`src/rtl/selector.sv`:
```
// Destination-register selector shared by the decode and CP0 commit paths.
package selector;

  typedef enum logic [2:0] {
    COP0_NONE    = 3'd0,
    COP0_STATUS  = 3'd1,
    COP0_CAUSE   = 3'd2,
    COP0_EPC     = 3'd3,
    COP0_COUNT   = 3'd4,
    COP0_COMPARE = 3'd5
  } destnation_cop0;

endpackage

```
`src/rtl/cop0_commit_pipe_pkg.sv`:
```
// Shared CP0 constants, Cause/Status field positions and the pipeline entry type.
package cop0_commit_pipe_pkg;

  localparam logic [31:0] COP0_STATUS_RESET = 32'h0040_0004;  // BEV = 1, ERL = 1
  localparam logic [31:0] COP0_CAUSE_WMASK  = 32'h0000_0300;  // IP1:0 only

  // Status field positions
  localparam int STATUS_EXL = 1;

  // Cause field positions
  localparam int CAUSE_BD      = 31;
  localparam int CAUSE_TI      = 30;
  localparam int CAUSE_IP_HW_H = 15;
  localparam int CAUSE_IP_HW_L = 10;
  localparam int CAUSE_EXC_H   = 6;
  localparam int CAUSE_EXC_L   = 2;

  // One in-flight CP0 write; valid already folds in the write request.
  typedef struct packed {
    logic                    valid;
    selector::destnation_cop0 dest;
    logic [31:0]             data;
  } cop0_stage_t;

endpackage

```
`src/rtl/cop0_count_timer.sv`:
```
// Count/Compare timer: clock divider, Count, Compare and the timer interrupt.
module cop0_count_timer #(
  parameter int COUNT_DIV = 2
) (
  input  logic        clk,
  input  logic        reset_n,
  input  logic        count_we,
  input  logic        compare_we,
  input  logic [31:0] wdata,
  output logic [31:0] count,
  output logic [31:0] compare,
  output logic        timer_int
);

  localparam int PW = (COUNT_DIV > 1) ? $clog2(COUNT_DIV) : 1;
  localparam logic [PW-1:0] PHASE_LAST = PW'(COUNT_DIV - 1);

  logic [PW-1:0] phase_q;
  logic [31:0]   count_q;
  logic [31:0]   compare_q;
  logic          timer_int_q;
  logic          tick;
  logic [31:0]   count_inc;

  assign tick      = (phase_q == PHASE_LAST);
  assign count_inc = count_q + 32'd1;  // wraps 0xFFFF_FFFF -> 0

  // Divider phase and Count: a software load wins over the increment and restarts the phase.
  always_ff @(posedge clk or negedge reset_n) begin
    // NOTE: state registers use non-blocking assignments so every flop samples pre-edge values.
    if (!reset_n) begin
      phase_q <= '0;
      count_q <= '0;
    end else if (count_we) begin
      phase_q <= '0;
      count_q <= wdata;
    end else if (tick) begin
      phase_q <= '0;
      count_q <= count_inc;
    end else begin
      phase_q <= phase_q + 1'b1;
    end
  end

  // Compare and timer_int: a Compare write clears the interrupt, a matching increment raises it.
  always_ff @(posedge clk or negedge reset_n) begin
    if (!reset_n) begin
      compare_q   <= '0;
      timer_int_q <= 1'b0;
    end else if (compare_we) begin
      compare_q   <= wdata;
      timer_int_q <= 1'b0;
    end else if (!count_we && tick && (count_inc == compare_q)) begin
      timer_int_q <= 1'b1;
    end
  end

  assign count     = count_q;
  assign compare   = compare_q;
  assign timer_int = timer_int_q;

endmodule

```
`src/rtl/cop0_commit_pipe.sv`:
```
// CP0 write pipeline (M, W) with commit into Status/Cause/EPC/Count/Compare,
// Status forwarding to execute, exception side effects and interrupt sampling.
module cop0_commit_pipe
  import cop0_commit_pipe_pkg::*;
#(
  parameter int COUNT_DIV = 2
) (
  input  logic                     clk,
  input  logic                     reset_n,
  input  logic                     ex_valid,
  input  logic                     ex_write,
  input  selector::destnation_cop0 ex_dest,
  input  logic [31:0]              ex_data,
  input  logic                     stall,
  input  logic                     flush_mem,
  input  logic                     exc_valid,
  input  logic [4:0]               exc_code,
  input  logic [31:0]              exc_epc,
  input  logic                     exc_bd,
  input  logic [5:0]               hw_int,
  output logic [31:0]              status_fwd,
  output logic [31:0]              status,
  output logic [31:0]              cause,
  output logic [31:0]              epc,
  output logic [31:0]              count,
  output logic [31:0]              compare,
  output logic                     timer_int
);

  cop0_stage_t m_q;
  cop0_stage_t w_q;

  logic [31:0] status_q;
  logic [31:0] cause_q;   // TI is not stored; it is merged from timer_int on output
  logic [31:0] cause_d;
  logic [31:0] epc_q;

  logic commit;
  logic commit_status;
  logic commit_cause;
  logic commit_epc;
  logic commit_count;
  logic commit_compare;
  logic exc_sets_epc;

  assign commit         = !stall && w_q.valid;
  assign commit_status  = commit && (w_q.dest == selector::COP0_STATUS);
  assign commit_cause   = commit && (w_q.dest == selector::COP0_CAUSE);
  assign commit_epc     = commit && (w_q.dest == selector::COP0_EPC);
  assign commit_count   = commit && (w_q.dest == selector::COP0_COUNT);
  assign commit_compare = commit && (w_q.dest == selector::COP0_COMPARE);

  // EPC and BD are only captured for the first exception (EXL clear).
  assign exc_sets_epc   = exc_valid && !status_q[STATUS_EXL];

  // M and W stage registers: advance when not stalled; flush kills the M entry even under stall.
  always_ff @(posedge clk or negedge reset_n) begin
    if (!reset_n) begin
      m_q <= '0;
      w_q <= '0;
    end else if (!stall) begin
      w_q.valid <= m_q.valid && !flush_mem;
      w_q.dest  <= m_q.dest;
      w_q.data  <= m_q.data;
      m_q.valid <= ex_valid && ex_write && !flush_mem;
      m_q.dest  <= ex_dest;
      m_q.data  <= ex_data;
    end else if (flush_mem) begin
      m_q.valid <= 1'b0;
    end
  end

  // Status register commit.
  always_ff @(posedge clk or negedge reset_n) begin
    if (!reset_n) begin
      status_q <= COP0_STATUS_RESET;
    end else if (commit_status) begin
      status_q <= w_q.data;
    end
  end

  // EPC: a capturing exception overrides a same-edge committed write.
  always_ff @(posedge clk or negedge reset_n) begin
    if (!reset_n) begin
      epc_q <= '0;
    end else if (exc_sets_epc) begin
      epc_q <= exc_epc;
    end else if (commit_epc) begin
      epc_q <= w_q.data;
    end
  end

  // Next Cause: hardware IP sampled every edge, software IP from commit, exception fields last.
  always_comb begin
    // NOTE: the default assignment first keeps this block free of inferred latches.
    cause_d = cause_q;
    cause_d[CAUSE_IP_HW_H:CAUSE_IP_HW_L] = hw_int;
    if (commit_cause) begin
      cause_d = (cause_d & ~COP0_CAUSE_WMASK) | (w_q.data & COP0_CAUSE_WMASK);
    end
    if (exc_valid) begin
      cause_d[CAUSE_EXC_H:CAUSE_EXC_L] = exc_code;
      if (!status_q[STATUS_EXL]) begin
        cause_d[CAUSE_BD] = exc_bd;
      end
    end
    cause_d[CAUSE_TI] = 1'b0;
  end

  // Cause register update.
  always_ff @(posedge clk or negedge reset_n) begin
    if (!reset_n) begin
      cause_q <= '0;
    end else begin
      cause_q <= cause_d;
    end
  end

  // Status as execute must see it: youngest in-flight Status write wins.
  always_comb begin
    status_fwd = status_q;
    if (m_q.valid && (m_q.dest == selector::COP0_STATUS)) begin
      status_fwd = m_q.data;
    end else if (w_q.valid && (w_q.dest == selector::COP0_STATUS)) begin
      status_fwd = w_q.data;
    end
  end

  cop0_count_timer #(
    .COUNT_DIV (COUNT_DIV)
  ) u_count_timer (
    .clk        (clk),
    .reset_n    (reset_n),
    .count_we   (commit_count),
    .compare_we (commit_compare),
    .wdata      (w_q.data),
    .count      (count),
    .compare    (compare),
    .timer_int  (timer_int)
  );

  // Architectural outputs; TI mirrors the timer interrupt.
  always_comb begin
    cause           = cause_q;
    cause[CAUSE_TI] = timer_int;
  end

  assign status = status_q;
  assign epc    = epc_q;

endmodule
```
`config.mk`:
```
export PLATFORM = sky130hd
export DESIGN_NAME = cop0_commit_pipe
export DESIGN_NICKNAME = d
export VERILOG_FILES = /design/src/rtl/selector.sv /design/src/rtl/cop0_commit_pipe_pkg.sv /design/src/rtl/cop0_count_timer.sv /design/src/rtl/cop0_commit_pipe.sv
export SDC_FILE = /design/constraint.sdc
export NUM_CORES = 1
export LEC_CHECK = 0
export CORE_UTILIZATION = 49
export DETAILED_ROUTE_END_ITERATION = 7
export GPL_ROUTABILITY_DRIVEN = 0
export HOLD_SLACK_MARGIN = 0.15
export PLACE_DENSITY = 0.8
export SETUP_SLACK_MARGIN = 0.3
export SYNTH_ARGS = -nofsm -noshare
export SYNTH_HDL_FRONTEND = slang
export SYNTH_SLANG_ARGS = --single-unit
```
`constraint.sdc`:
```
create_clock -name clk -period 2.98 [get_ports clk]
set_input_delay 0.447 -clock clk [delete_from_list [all_inputs] [get_ports clk]]
set_output_delay 0.447 -clock clk [all_outputs]
set_load 0.01 [all_outputs]
```
* Word-level counts from Yosys, hierarchy flattened
Index checks and enable logic that the tools add are counted.
Word-level totals: register bits 233, logic and storage cells 64, output and inout port bits 193
Operators by class: mux-type cells 16, bitwise operators 1, $add $sub $neg 2, equal/unequal tests 8, reductions and logical operators 22
Operator list (count):
- $mux W32 | 7
- $add A32 B1 Y32 const B | 1
- $eq A32 B32 Y1 | 1
- $or A32 B10 Y32 | 1
- $logic_and A1 B1 Y1 | 14
- $mux W1 | 8
- $reduce_bool A2 Y1 | 4
- $eq A3 B1 Y1 const B | 2
- $eq A3 B2 Y1 const B | 2
- $eq A3 B3 Y1 const B | 2
- $mux W5 | 1
- $logic_not A1 Y1 | 4
- $ne A2 B1 Y1 const B | 1
- $add A1 B1 Y1 const B | 1

* Depth between registers and ports, before layout
word-level depth 8, gate-level depth with buffers 10, depth with buffers taken out 8

* By module
A second synthesis with hierarchy kept.
Unflattened totals: cell total of the unflattened synthesis 988, area total of the unflattened synthesis 11014.3 µm²
By module, submodules not included:
- cop0_commit_pipe | sequential area each 3756.1 µm², area an instance 6870.3 µm², instances 1, cells an instance 566
- cop0_count_timer | sequential area each 1651.6 µm², area an instance 4144.0 µm², instances 1, cells an instance 422

* Worst setup path after synthesis
No wires, ideal clock.
path type register to register, start point reg u_count_timer.count_q[0], in the netlist u_count_timer.count[0], end point reg u_count_timer.timer_int_q, in the netlist u_count_timer.timer_int, arrival time 2519 ps, setup slack 366 ps, stages on the path, launching flop included 11, setup time 95 ps, cells stage by stage dfrtp_1 -> ha_1 -> buf_4 -> nand4_4 -> or3_1 -> buf_2 -> or4b_1 -> o211ai_1 -> a21oi_1 -> a211o_1 -> o31ai_1
Between the ends: word-level cells in the longest chain between the ends 4
RTL lines:
- start, declared | line cop0_count_timer.sv:19 | logic [31:0] count_q;
- start signal, assigned | line cop0_count_timer.sv:36 | count_q <= wdata;
- start signal, assigned | line cop0_count_timer.sv:39 | count_q <= count_inc;
- $add A32 B1 Y32 | line cop0_count_timer.sv:26 | assign count_inc = count_q + 32'd1;
- $eq A32 B32 Y1 | line cop0_count_timer.sv:53 | end else if (!count_we && tick && (count_inc == compare_q)) begin
- $logic_and A1 B1 Y1 | line cop0_count_timer.sv:53
- $reduce_bool A2 Y1 (no source line)
- end signal, assigned | line cop0_count_timer.sv:49 | timer_int_q <= 1'b0;
- end signal, assigned | line cop0_count_timer.sv:52 | timer_int_q <= 1'b0;
- end signal, assigned | line cop0_count_timer.sv:54 | timer_int_q <= 1'b1;
- end, declared | line cop0_count_timer.sv:21 | logic timer_int_q;
No other way between the ends. A chain may end at the register's enable or synchronous reset.

* Final worst setup path
Ends and elaborated chain as after synthesis.

==> out/qor.yml <==
vdd.ir_drop.worst_mv: 0.422
numPortBuffers: 261
grt_first_pass_wirelength_um: 45900
critical_path.startpoint_type: "register"
r2r-end: "u_count_timer.timer_int$_DFFE_PN0P_"
via_count: 8438
hold_path_startpoint: "stall"
total_leakage_power_nw: 6.30
skew_ns: 0.0104
tritoncts_num_sinks: 216
slew_headroom_pct: 24.3
chipWidth_um: 149
min_delay_worst_endpoint: "w_q[35]$_DFFE_PN0N_"
final.fill_count: 1577
setup_viol: 0
synth_enable_flop_cells: 0
routed_wirelength_um: 29400
diodes: 0
yosys.area.top_type_share_pct: 50.3
clk-insertion-delay-late_ns: 0.52
area_growth_pct: 35.8
firstDrtPassIters: 5
path_clk_slew_ns: 0.06
rsz0062_at_grt: "true"
cts_max_level: 1
ff2ff_setup_slack_ns: 0.28
worst_r2r_startpoint: "u_count_timer.count[0]$_DFFE_PN0N_"
finalHoldViolations: 0
grt_overflow_total: 0
min_path_type: "input port to register"
period_minus_slack_ns: 2.70
min_period_over_period_pct: 90.6
dp_hpwl_um: 20400
layout_commonest_cell: "sky130_fd_sc_hd__clkdlybuf4s50_1"
synth.yosys.warnings: 0
grt.total_usage_pct: 26.5
core_region_area_um2: 21200
antenna_left: 0
critPathArrivalTime_ns: 3.12
critPathTopFamily: "simple AND/OR/NAND/NOR gates"
grt_pass1_vias: 8342
synthesis.instances: 958
r2r_cells: 8
worst_hold_path.num_cells: 3
layout.cells.most_common_list: "227 x sky130_fd_sc_hd__clkdlybuf4s50_1, 214 x sky130_fd_sc_hd__dfrtp_1, 142 x sky130_fd_sc_hd__mux2_2, 122 x sky130_fd_sc_hd__nand2_1, 95 x sky130_fd_sc_hd__o21ai_0"
post-place-cells: 1451
worst_path_largest_cell_delay_ns: 0.51
syn_avg_cell_area_um2: 11.1
die-area_um2: 22300
actual_slew_at_the_worst_max_slew_pin_ns: 1.13
ctsLongestPathBuffers: 3
tritoncts: "yes"
maxSlewViolCount: 0
ys_async_sr_fraction_pct: 100
avgViaCountPerCell: 5.59
finalNetCount: 1304
finalSetupTns_ns: 0
yosysUniqueCellTypes: 51
drv.max_cap_violation_count: 0
max_freq_ghz: 0.370
timing.setup.critical_path_class: "register to register"
wl_per_cell_um: 19.5
syn-cell-area_um2: 10600
maximum_number_of_pins_on_one_net_before_global_route_repair: 78
clock_tree.root_cell: "sky130_fd_sc_hd__clkbuf_16"
cp_slowest_cell: "sky130_fd_sc_hd__dfrtp_1"
grt_antenna_before_repair: 0
io_pins: 279
crit_fanout: 8
remaining_drc_errors: 0
drt_first_iter_violations: 477
outcome: "finished clean"
cp-end-kind: "register"
drive_gt1_share_pct: 21.5
crit_chain: "ha_4 > nand4_4 > or3_1 > or4b_1 > o211ai_1 > a21oi_1 > a211o_1 > o31ai_1"
ys_top_cells_by_area: "sky130_fd_sc_hd__dfrtp_1 50%, sky130_fd_sc_hd__mux2_2 15%, sky130_fd_sc_hd__mux2i_1 6.2%"
synth_ff_type: "sky130_fd_sc_hd__dfrtp_1"
powerDensity_nw_per_um2: 612
numCtsBuffers: 24
cp_num_buf_inv: 0
start_util_pct: 50.3
fp.dieH_um: 149
worstPathRequired_ns: 3.40
count_of_state_elements_after_synthesis: 216
register_area_share_after_synthesis_pct: 50.8
post_layout_nonfiller_instances: 1509
cell_rows: 53
synth_largest_area_cell: "sky130_fd_sc_hd__dfrtp_1"
-- synthesized netlist by cell type (12+ instances only) --
library cell and instances:
sky130_fd_sc_hd__buf_4 21, sky130_fd_sc_hd__clkbuf_1 42, sky130_fd_sc_hd__dfrtp_1 214, sky130_fd_sc_hd__mux2_2 142, sky130_fd_sc_hd__mux2i_1 66, sky130_fd_sc_hd__nand2_1 122, sky130_fd_sc_hd__nand3_1 17, sky130_fd_sc_hd__nand4_1 18
sky130_fd_sc_hd__nor2_1 20, sky130_fd_sc_hd__nor3_1 12, sky130_fd_sc_hd__o21ai_0 106, sky130_fd_sc_hd__xnor2_1 35, sky130_fd_sc_hd__xor2_1 37
-- through the flow --
stage	util, %	power [mW]	cell area (um^2)	hold slack [ns]	setup slack, ns
finish	68.4	8.85	14500	0.345	0.279
global route	68.4	9.24	14500	0.358	0.147
CTS	68.4	8.90	14500	0.341	0.129
detailed placement	64.0	5.79	13500	0.427	0.176
global placement	64.0	5.73	13500	0.427	0.255
floorplan	-	4.69	10700	0.151	0.366
-- registers in the layout, indices dropped and copies added (netlist names) --
register / flops
epc: 32
u_count_timer.compare: 32
u_count_timer.timer_int: 1
status: 32
w_q: 36
u_count_timer.count: 32
u_count_timer.phase_q: 1
cause_q: 14
m_q: 36
-- metal layers --
layer  GRT usage, %  up-vias  routed length, um  share of wire, %
li1               -     3858                  -                 -
met1           36.7     4190              12500                42
met2           42.3      337              14000                48
met3           5.30       53               2220               7.5
met4           6.84        0                730               2.5
met5              0        -                  0                 0
-- report_power, final --
part	internal [mW]	switching (mW)
combinational	1.08	0.866
clock	1.92	1.17
sequential	3.29	0.522
total	6.29	2.56
-- layout make-up --
type,count,area (um^2),share of cell area [%]
clock buffer,35,712,4.92
timing repair buffer,298,2880,19.9
tap,275,344,2.38
sequential,216,5410,37.4
clock inverter,8,133,0.917
multi-input combinational,670,4950,34.3
inverter,7,26.3,0.182
-- worst max-delay path by stage --
stage / endpoint / depth (start not counted) / slack [ns] / from
finish: u_count_timer.timer_int$_DFFE_PN0P_ / 8 / 0.28 / u_count_timer.count[0]$_DFFE_PN0N_
CTS: status_fwd[10] / 5 / 0.13 / w_q[34]$_DFFE_PN0N_
detailed placement: u_count_timer.timer_int$_DFFE_PN0P_ / 8 / 0.18 / u_count_timer.count[0]$_DFFE_PN0N_
global placement: u_count_timer.timer_int$_DFFE_PN0P_ / 8 / 0.26 / u_count_timer.count[0]$_DFFE_PN0N_
floorplan: u_count_timer.timer_int$_DFFE_PN0P_ / 10 / 0.37 / u_count_timer.count[0]$_DFFE_PN0N_
global route: u_count_timer.timer_int$_DFFE_PN0P_ / 8 / 0.15 / u_count_timer.count[0]$_DFFE_PN0N_
-- cells by family after synthesis --
| family | after synthesis | share of synthesized area, % |
|---|---|---|
| adder cells (fa/ha/maj) | 1 | 0.117 |
| flip-flops | 216 | 50.8 |
| other | 1 | 0.0352 |
| buffers and inverters | 88 | 3.94 |
| multiplexers | 208 | 21.2 |
| AO/OA/AOI/OAI | 132 | 6.84 |
| XOR/XNOR | 72 | 5.92 |
| AND/OR/NAND/NOR | 240 | 11.1 |
-- what timing repair did --
item / 4_1_cts / 5_1_grt
hold buffers: 1 / 0
pin swaps: 1 / 2
cloned: 2 / 1
endpoints found under the hold margin: 61 / 0
resized for setup: 45 / 85
buffers inserted: 6 / 5
setup endpoints to repair: 33 / 32
-- worst reg2reg max path: stages (launching register included) --
cell and delay, ns:
sky130_fd_sc_hd__dfrtp_1 0.51, sky130_fd_sc_hd__ha_4 0.25, sky130_fd_sc_hd__nand4_4 0.15, sky130_fd_sc_hd__or3_1 0.50, sky130_fd_sc_hd__or4b_1 0.49, sky130_fd_sc_hd__o211ai_1 0.11, sky130_fd_sc_hd__a21oi_1 0.10, sky130_fd_sc_hd__a211o_1 0.28
sky130_fd_sc_hd__o31ai_1 0.23
Note: power is estimated with default switching activity, not from simulation.
